===== config.mk =====
export PLATFORM = sky130hd
export DESIGN_NAME = flog_pack
export DESIGN_NICKNAME = d
export VERILOG_FILES = /design/src/rtl/flog_pack.sv
export SDC_FILE = /design/constraint.sdc
export NUM_CORES = 1
export LEC_CHECK = 0
export BUFFER_PORTS_ARGS = -buffer_cell sky130_fd_sc_hd__buf_2
export CELL_PAD_IN_SITES_DETAIL_PLACEMENT = 1
export CELL_PAD_IN_SITES_GLOBAL_PLACEMENT = 2
export CORE_ASPECT_RATIO = 0.9
export CORE_MARGIN = 8
export CORE_UTILIZATION = 35
export DETAILED_ROUTE_END_ITERATION = 8
export PLACE_DENSITY_LB_ADDON = 0.15
export RECOVER_POWER = 100
export SLEW_MARGIN = 5
export SYNTH_ARGS = -nofsm -noshare
export SYNTH_HDL_FRONTEND = slang
export SYNTH_SLANG_ARGS = --single-unit

===== constraint.sdc =====
create_clock -name clk -period 2.5 [get_ports clk]
set_input_delay 0.375 -clock clk [delete_from_list [all_inputs] [get_ports clk]]
set_output_delay 0.375 -clock clk [all_outputs]
set_load 0.01 [all_outputs]

===== src/rtl/flog_pack.sv =====
// bfloat16 log2 output stage: merges the unbiased exponent with log2(1.M),
// normalizes the fixed-point sum one bit per cycle, rounds RNE and packs the result.
module flog_pack #(
    parameter int FRAC_W = 16,
    parameter int EXP_W  = 8,
    parameter int MAN_W  = 7,
    parameter int BIAS   = 127
) (
    input  logic                   clk,
    input  logic                   rst,
    input  logic                   in_valid,
    output logic                   in_ready,
    input  logic [EXP_W-1:0]       exp_in,
    input  logic [FRAC_W-1:0]      frac_in,
    input  logic                   is_zero,
    input  logic                   is_inf,
    input  logic                   is_nan,
    input  logic                   is_neg,
    output logic [EXP_W+MAN_W:0]   result,
    output logic                   out_valid
);

    localparam int W = FRAC_W + 8;
    // Exponent of a magnitude whose leading one already sits at bit W-1.
    localparam logic [EXP_W-1:0] E_INIT = EXP_W'(BIAS + W - 1 - FRAC_W);

    localparam logic [1:0] IDLE  = 2'd0;
    localparam logic [1:0] NORM  = 2'd1;
    localparam logic [1:0] ROUND = 2'd2;
    localparam logic [1:0] DONE  = 2'd3;

    logic [1:0]       state;
    logic [W-1:0]     mag;
    logic [EXP_W-1:0] e_acc;
    logic             sign;

    logic             sign_ld;
    logic [EXP_W-1:0] exp_diff;
    logic [W-1:0]     mag_ld;

    function automatic logic [EXP_W+MAN_W-1:0] round_rne(
        input logic [W-1:0]     m_in,
        input logic [EXP_W-1:0] e_in
    );
        logic [MAN_W-1:0] m;
        logic [EXP_W-1:0] e;
        logic             g;
        logic             s;
        m = m_in[W-2 -: MAN_W];
        g = m_in[W-2-MAN_W];
        s = |m_in[W-3-MAN_W:0];
        e = e_in;
        if (g && (s || m[0])) begin
            if (&m) begin
                m = '0;
                e = e + EXP_W'(1);
            end else begin
                m = m + MAN_W'(1);
            end
        end
        return {e, m};
    endfunction

    // Signed y is carried as sign + magnitude so normalization only ever shifts left.
    always_comb begin
        sign_ld  = (exp_in < EXP_W'(BIAS));
        exp_diff = sign_ld ? (EXP_W'(BIAS) - exp_in) : (exp_in - EXP_W'(BIAS));
        mag_ld   = sign_ld ? ((W'(exp_diff) << FRAC_W) - W'(frac_in))
                           : ((W'(exp_diff) << FRAC_W) + W'(frac_in));
    end

    assign in_ready  = (state == IDLE);
    assign out_valid = (state == DONE);

    always_ff @(posedge clk or negedge rst) begin
        if (!rst) begin
            state  <= IDLE;
            mag    <= '0;
            e_acc  <= '0;
            sign   <= 1'b0;
            result <= '0;
        end else begin
            case (state)
                IDLE: begin
                    if (in_valid) begin
                        if (is_nan || is_neg) begin
                            result <= 16'h7FC0;
                            state  <= DONE;
                        end else if (is_zero) begin
                            result <= 16'hFF80;
                            state  <= DONE;
                        end else if (is_inf) begin
                            result <= 16'h7F80;
                            state  <= DONE;
                        end else if (mag_ld == '0) begin
                            result <= '0;
                            state  <= DONE;
                        end else begin
                            mag   <= mag_ld;
                            sign  <= sign_ld;
                            e_acc <= E_INIT;
                            state <= NORM;
                        end
                    end
                end
                NORM: begin
                    if (mag[W-1]) begin
                        state <= ROUND;
                    end else begin
                        mag   <= mag << 1;
                        e_acc <= e_acc - EXP_W'(1);
                    end
                end
                ROUND: begin
                    result <= {sign, round_rne(mag, e_acc)};
                    state  <= DONE;
                end
                default: begin
                    state <= IDLE;
                end
            endcase
        end
    end

endmodule

==> results of run 1 <==
-- cells in the mapped netlist, drive strengths merged (4+ instances only) --
| library cell | n |
|---|---|
| a211o | 9 |
| a21o | 4 |
| a21oi | 41 |
| a22oi | 16 |
| a31oi | 5 |
| a32oi | 6 |
| and3 | 7 |
| and4 | 4 |
| buf | 10 |
| clkbuf | 29 |
| dfrtp | 51 |
| ha | 12 |
| inv | 20 |
| mux2 | 8 |
| mux2i | 8 |
| nand2 | 45 |
| nand2b | 5 |
| nand3 | 16 |
| nand4 | 6 |
| nor2 | 54 |
| nor3 | 11 |
| nor4 | 12 |
| o211ai | 11 |
| o21ai | 25 |
| o22ai | 4 |
| o31ai | 6 |
| or3 | 9 |
| xnor2 | 14 |
| xor2 | 14 |
-- flip-flops by register name, summed over array words and instances (netlist names) --
name,count
sign,1
result,16
state,2
e_acc,8
mag,24
-- layout by cell type, fill, tap and decap left out, types with 13 or more instances in the layout --
cell	instances
a21oi_1	23
a21oi_2	16
a22oi_1	16
buf_2	28
buf_4	107
buf_6	14
clkbuf_1	18
dfrtp_1	51
inv_1	18
nand2_1	41
nand3_1	13
nor2_1	52
o21ai_0	21
xnor2_1	14
xor2_1	14
-- cell type report --
type,instances,area share
multi-input cells,412,0.4964
flip-flops and latches,51,0.2137
repair buffers,172,0.2082
well taps,160,0.03351
clock buffers,5,0.02095
inverters,20,0.01592
clock inverters,3,0.01131
-- metal layers --
metal  vias up  part of all wire
met5         -                 0
li1       2217                 -
met1      2346              0.48
met4         0            0.0094
met2        61              0.48
met3        13             0.029
-- power by group through the flow --
stage	clock (W)	sequential [W]	combinational [W]
final	0.000911	0.00157	0.00287
after global placement	0	0.00155	0.00263
after CTS	0.000927	0.00156	0.00287
after global routing	0.000957	0.00163	0.00317
after floorplan	0	0.00154	0.00173
after detailed placement	0	0.00158	0.00274
-- how the worst min path moves through the flow --
stage,startpoint,endpoint,slack (ns)
final,frac_in[0],mag[0]$_DFFE_PN0P_,0.47
after global routing,frac_in[0],mag[0]$_DFFE_PN0P_,0.48
after CTS,rst,state[1]$_DFFE_PN0P_,0.25
after detailed placement,result[6]$_DFFE_PN0P_,result[6]$_DFFE_PN0P_,0.49
after global placement,result[15]$_DFFE_PN0P_,result[15]$_DFFE_PN0P_,0.49
after floorplan,rst,e_acc[0]$_DFFE_PN0P_,0.08
-- critical path, delay by kind of cell --
family / cells / cell delay [ns]
muxes: 2 / 0.51
adders and majority gates: 1 / 0.12
AOI/OAI and AO/OA: 3 / 0.31
buffers and inverters: 3 / 0.28
and+or+nand+nor: 4 / 1.84
-- stage by stage --
stage          TNS (ns)  area, sq um  power (W)
3_3_place_gp     -56.16         5495   0.004184
4_1_cts          -35.88         5916   0.005358
3_5_place_dp     -61.07         5495   0.004320
5_1_grt          -39.74         5973   0.005754
6_report         -34.91         5973   0.005355
2_1_floorplan    -31.91         4390   0.003267
-- cells by family (layout without fill, tap and decap cells) --
group | count (synthesis) | count (layout) | synth area share
and+or+nand+nor | 191 | 191 | 0.2312
AOI/OAI and AO/OA | 162 | 165 | 0.2672
buffers and inverters | 59 | 200 | 0.06278
DFF | 51 | 51 | 0.3035
xor gates and xnor gates | 28 | 28 | 0.05832
muxes | 16 | 16 | 0.04136
adders and majority gates | 12 | 12 | 0.03570
-- what timing repair did --
action | CTS | global route
resized for setup | 31 | 17
pin swaps | 9 | 15
buffers inserted | 8 | 0
gates cloned | 3 | 0
endpoints found under the setup margin | 50 | 50
==> qor.yml, run 1 <==
drv_slew: 0
tritoncts: "built"
worst-setup-path-type: "input pin to register"
port_buffers: 48
h-tree-depth: 2
crit_start: "frac_in[1]"
antenna_cells: 0
synth_ff_type: "dfrtp_1"
antenna_found_initial: 0
dieArea_sq_um: 15780
die_y_um: 120.0
clock_path_buffers: 2
setup_viol: 50
critPathMaxStageDelay_ns: 0.54
cts-root-buf: "clkbuf_16"
hold_viol: 0
min_delay_path_depth: 4
place.gp.congestion: 0.7907
postSynthAreaPerCell_sq_um: 8.103
worstSkewPairLatency_ns: 0.30
fin_cells: 823
ys_seq_area_frac: 0.3035
hold_ws_ns: 0.4673
fin_util: 0.5025
fin_crit_ns: 3.288
r2r_setup_slack_ns: -0.18
synth_cell_type_count: 74
worst_pin_slew_ns: 1.388
hold_class: "input pin to register"
power.switching_w: 0.002316
netlist_top_cells_area: "dfrtp_1 (30%), nor2_1 (4.8%), a21oi_1 (4.6%)"
drt-vias-per-instance: 5.634
path_clk_slew_ns: 0.07
pin_count: 49
reg2reg_depth: 9
area_growth_syn_to_layout_pct: 42.04
p_int_w: 0.003039
fp.coreArea_sq_um: 11890
p_leak_nw: 2.543
dp_slack_ns: -1.380
ys_async_sr_fraction: 1.000
crit_arrival_ns: 3.47
worst_setup_path_start_kind: "input pin"
grt_max_degree: 52
combPwrFrac: 0.536
ctsHoldBuffers: 0
numCtsBuffers: 5
synth_top_area_cell: "dfrtp_1"
path_cells: "buf_8 -> inv_8 -> ha_4 -> or4b_4 -> or4b_4 -> or4b_4 -> a21oi_2 -> o2111ai_2 -> and3b_2 -> buf_6 -> a21oi_4 -> mux2i_1 -> mux2_1"
crit_fanout: 5
p_sw_frac: 0.4325
first_iter_violations: 373
seqPwrFrac: 0.294
regArea_sq_um: 1276
setup_ws_ns: -0.7878
fmax_mhz: 304.2
placedCellCount: 804
multi_input_area_sq_um: 2965
grt_util_met2: 0.3311
critPathRequiredTime_ns: 2.68
violations: "negative setup slack"
top_usage_layer: "met2"
drv_cap: 0
drive_above_1_share: 0.3409
finalCritPeriodShare: 1.315
initial_core_util: 0.3538
max_slew_margin: 0.07461
drtAntennaViolNets: 0
path_common_cell: "or4b_4"
grt_overflow: 0
vias: 4637
hpwl_um: 11300
synthCells: 519
synth-seq-cells: 51
finClkSkew_ns: 0.004421
timing.rr.end: "result[11]$_DFFE_PN0P_"
grt_use_met1: 0.2696
clock_sinks: 51
nets: 705
cp_slowest_cell: "or4b_4"
r2r_start: "mag[4]$_DFFE_PN0P_"
netlist_area_sq_um: 4205
powerDensity_nw_per_um2: 896.5
die_w_um: 131.5
drcViolationCount: 0
wl_per_cell_um: 18.74
grtUsageTotal: 0.1977
status: "complete, but fails checks"
rows: 38
ys_warn_count: 0
synth_nets: 562
synth_edf_count: 0
met3_usage: 0.02548
drt_pass1_iterations: 4
critical_path.endpoint: "result[15]$_DFFE_PN0P_"
wl_um: 15420
ir_worst_vdd_mv: 0.4539
cp-end-kind: "register"
grt_pass1_vias: 4961
synth_top_area_share: 0.3035
clockPowerShare: 0.170
rsz0062_at_grt: "true"
grt_first_pass_wirelength_um: 26060
fillers: 1428
(Power assumes the default switching activity.)
==> inputs of run 2 (changes only) <==
- clock period: 2.5 -> 3.5 ns (I/O delays scaled with it)
==> run 2 against run 1 <==
Against the previous run: the run ends with max-capacitance violations, max-slew violations left; first-iteration DRC count shrank 35%; final cell count shrank 6.4%; via count shrank 6.1%; utilization shrank 5.0 points; register-to-register slack gained 0.93 ns; routed wire length shrank 11%; highest routed layer unchanged.
==> qor.yml, run 2 (synthesis gave the netlist of run 1 again) <==
cp-end-kind: "register"
hpwl_um: 10430
max_slew_margin: -0.4223
p_leak_nw: 2.245
hp-start: "result[15]$_DFFE_PN0P_"
largest_reg_flops: 24
hold_ws_ns: 0.5137
worst-setup-path-type: "input pin to register"
hold_viol: 0
r2r_start: "mag[4]$_DFFE_PN0P_"
drv_slew: 37
power.switching_w: 0.001497
status: "complete, but fails checks"
drv_cap: 1
tritoncts: "built"
drtAntennaViolNets: 0
drt-vias-per-instance: 5.657
numCtsBuffers: 5
worst_pin_slew_ns: 2.133
grtUsageTotal: 0.1705
fin_crit_ns: 3.435
port_buffers: 48
h-tree-depth: 2
place.gp.congestion: 0.8160
rsz0062_at_grt: "true"
grt_first_pass_wirelength_um: 22660
violations: "max-capacitance violations, max-slew violations"
cts-root-buf: "clkbuf_16"
seqPwrFrac: 0.332
crit_fanout: 8
combPwrFrac: 0.504
powerDensity_nw_per_um2: 638.1
drcViolationCount: 0
critPathRequiredTime_ns: 3.68
drt_pass1_iterations: 4
drive_above_1_share: 0.2262
hold_class: "register to register"
finClkSkew_ns: 0.01013
ir_worst_vdd_mv: 0.2561
antenna_found_initial: 0
fin_total_pwr_w: 0.003432
area_growth_syn_to_layout_pct: 27.91
top_regs: "mag x24, result x16, e_acc x8"
first_iter_violations: 242
final_common_cell: "buf_4"
die_y_um: 120.0
p_int_w: 0.001935
clock_sinks: 51
fp.coreArea_sq_um: 11890
setup_viol: 0
top_register: "mag"
p_sw_frac: 0.4362
dieArea_sq_um: 15780
pin_count: 49
wl_um: 13790
path_clk_slew_ns: 0.07
clock_path_buffers: 2
worstSkewPairLatency_ns: 0.30
die_w_um: 131.5
min_delay_path_depth: 1
antenna_cells: 0
grt_pass1_vias: 4543
worst_setup_path_start_kind: "input pin"
initial_core_util: 0.3538
grt_overflow: 0
fillers: 1465
vias: 4356
layout_common_cells: "buf_4 (66), nor2_1 (53), dfrtp_1 (51)"
wl_per_cell_um: 17.91
nets: 653
reg2reg_depth: 9
clockPowerShare: 0.164
rows: 38
crit_arrival_ns: 3.62
grt_max_degree: 37
fmax_mhz: 291.1
finalCritPeriodShare: 0.9813
crit_start: "frac_in[1]"
## run 2: changes by cell type in the layout (fill, tap and decap cells not counted), sizes merged
cell    change
clkbuf      +2
buf        -51
a21oi       -3
bufinv      -1
## run 2: worst max-delay path, cell delays in order
cell	delay, ns
buf_6	0.10
inv_4	0.05
ha_4	0.13
or4b_4	0.50
or4b_4	0.51
or4b_4	0.53
a21oi_2	0.14
o2111ai_1	0.12
and3b_2	0.27
buf_12	0.13
a21oi_4	0.07
mux2i_1	0.19
mux2_1	0.34
## run 2: layout make-up
type	count	area [sq um]	area share
flip-flops and latches	51	1276	0.2373
clock inverters	2	37.54	0.006978
repair buffers	123	903.4	0.1679
inverters	20	82.58	0.01535
clock buffers	5	125.1	0.02326
well taps	160	200.2	0.03722
multi-input cells	409	2754	0.5120
## run 2: through the flow
stage / utilization / cells / setup slack (ns) / TNS [ns] / area, sq um
6_report: 0.4525 / 770 / 0.06533 / 0 / 5379
5_1_grt: 0.4525 / 770 / -0.03036 / -0.1536 / 5379
4_1_cts: 0.4416 / 766 / 0.01022 / 0 / 5249
3_5_place_dp: 0.4277 / 759 / -0.3272 / -10.99 / 5084
3_3_place_gp: 0.4277 / 759 / -0.2818 / -9.717 / 5084
2_1_floorplan: - / 519 / 0.007337 / 0 / 4218
## run 2: layer usage
layer,GRT usage,vias to the layer above,wire [um]
li1,-,2111,-
met1,0.2282,2188,6766
met2,0.2831,48,6557
met3,0.02799,9,375
met4,0.03943,0,93
met5,0,-,0
## run 2: path summary, 6_finish.rpt
kind                                          endpoint  slack [ns]
worst min register to register  result[15]$_DFFE_PN0P_        0.51
worst max register to register  result[11]$_DFFE_PN0P_        0.75
worst max-delay path            result[15]$_DFFE_PN0P_        0.07
min in group asynchronous        result[6]$_DFFE_PN0P_        0.84
worst min-delay path            result[15]$_DFFE_PN0P_        0.51
max in group asynchronous       result[15]$_DFFE_PN0P_        0.97
## run 2: timing repair
| action | CTS | global route |
|---|---|---|
| pin swaps | 0 | 11 |
| gates cloned | 0 | 2 |
| hold buffers | 0 | 0 |
| endpoints found under the setup margin | 2 | 49 |
| resized for setup | 2 | 18 |
| setup buffers | 0 | 2 |
## run 2: power groups by stage
| stage | sequential, W | combinational, W | clock [W] |
|---|---|---|---|
| after global placement | 0.00113 | 0.00165 | 0 |
| after floorplan | 0.00109 | 0.00115 | 0 |
| final | 0.00114 | 0.00173 | 0.000563 |
| after detailed placement | 0.00115 | 0.00172 | 0 |
| after global routing | 0.00118 | 0.00193 | 0.000592 |
| after CTS | 0.00114 | 0.00172 | 0.000580 |
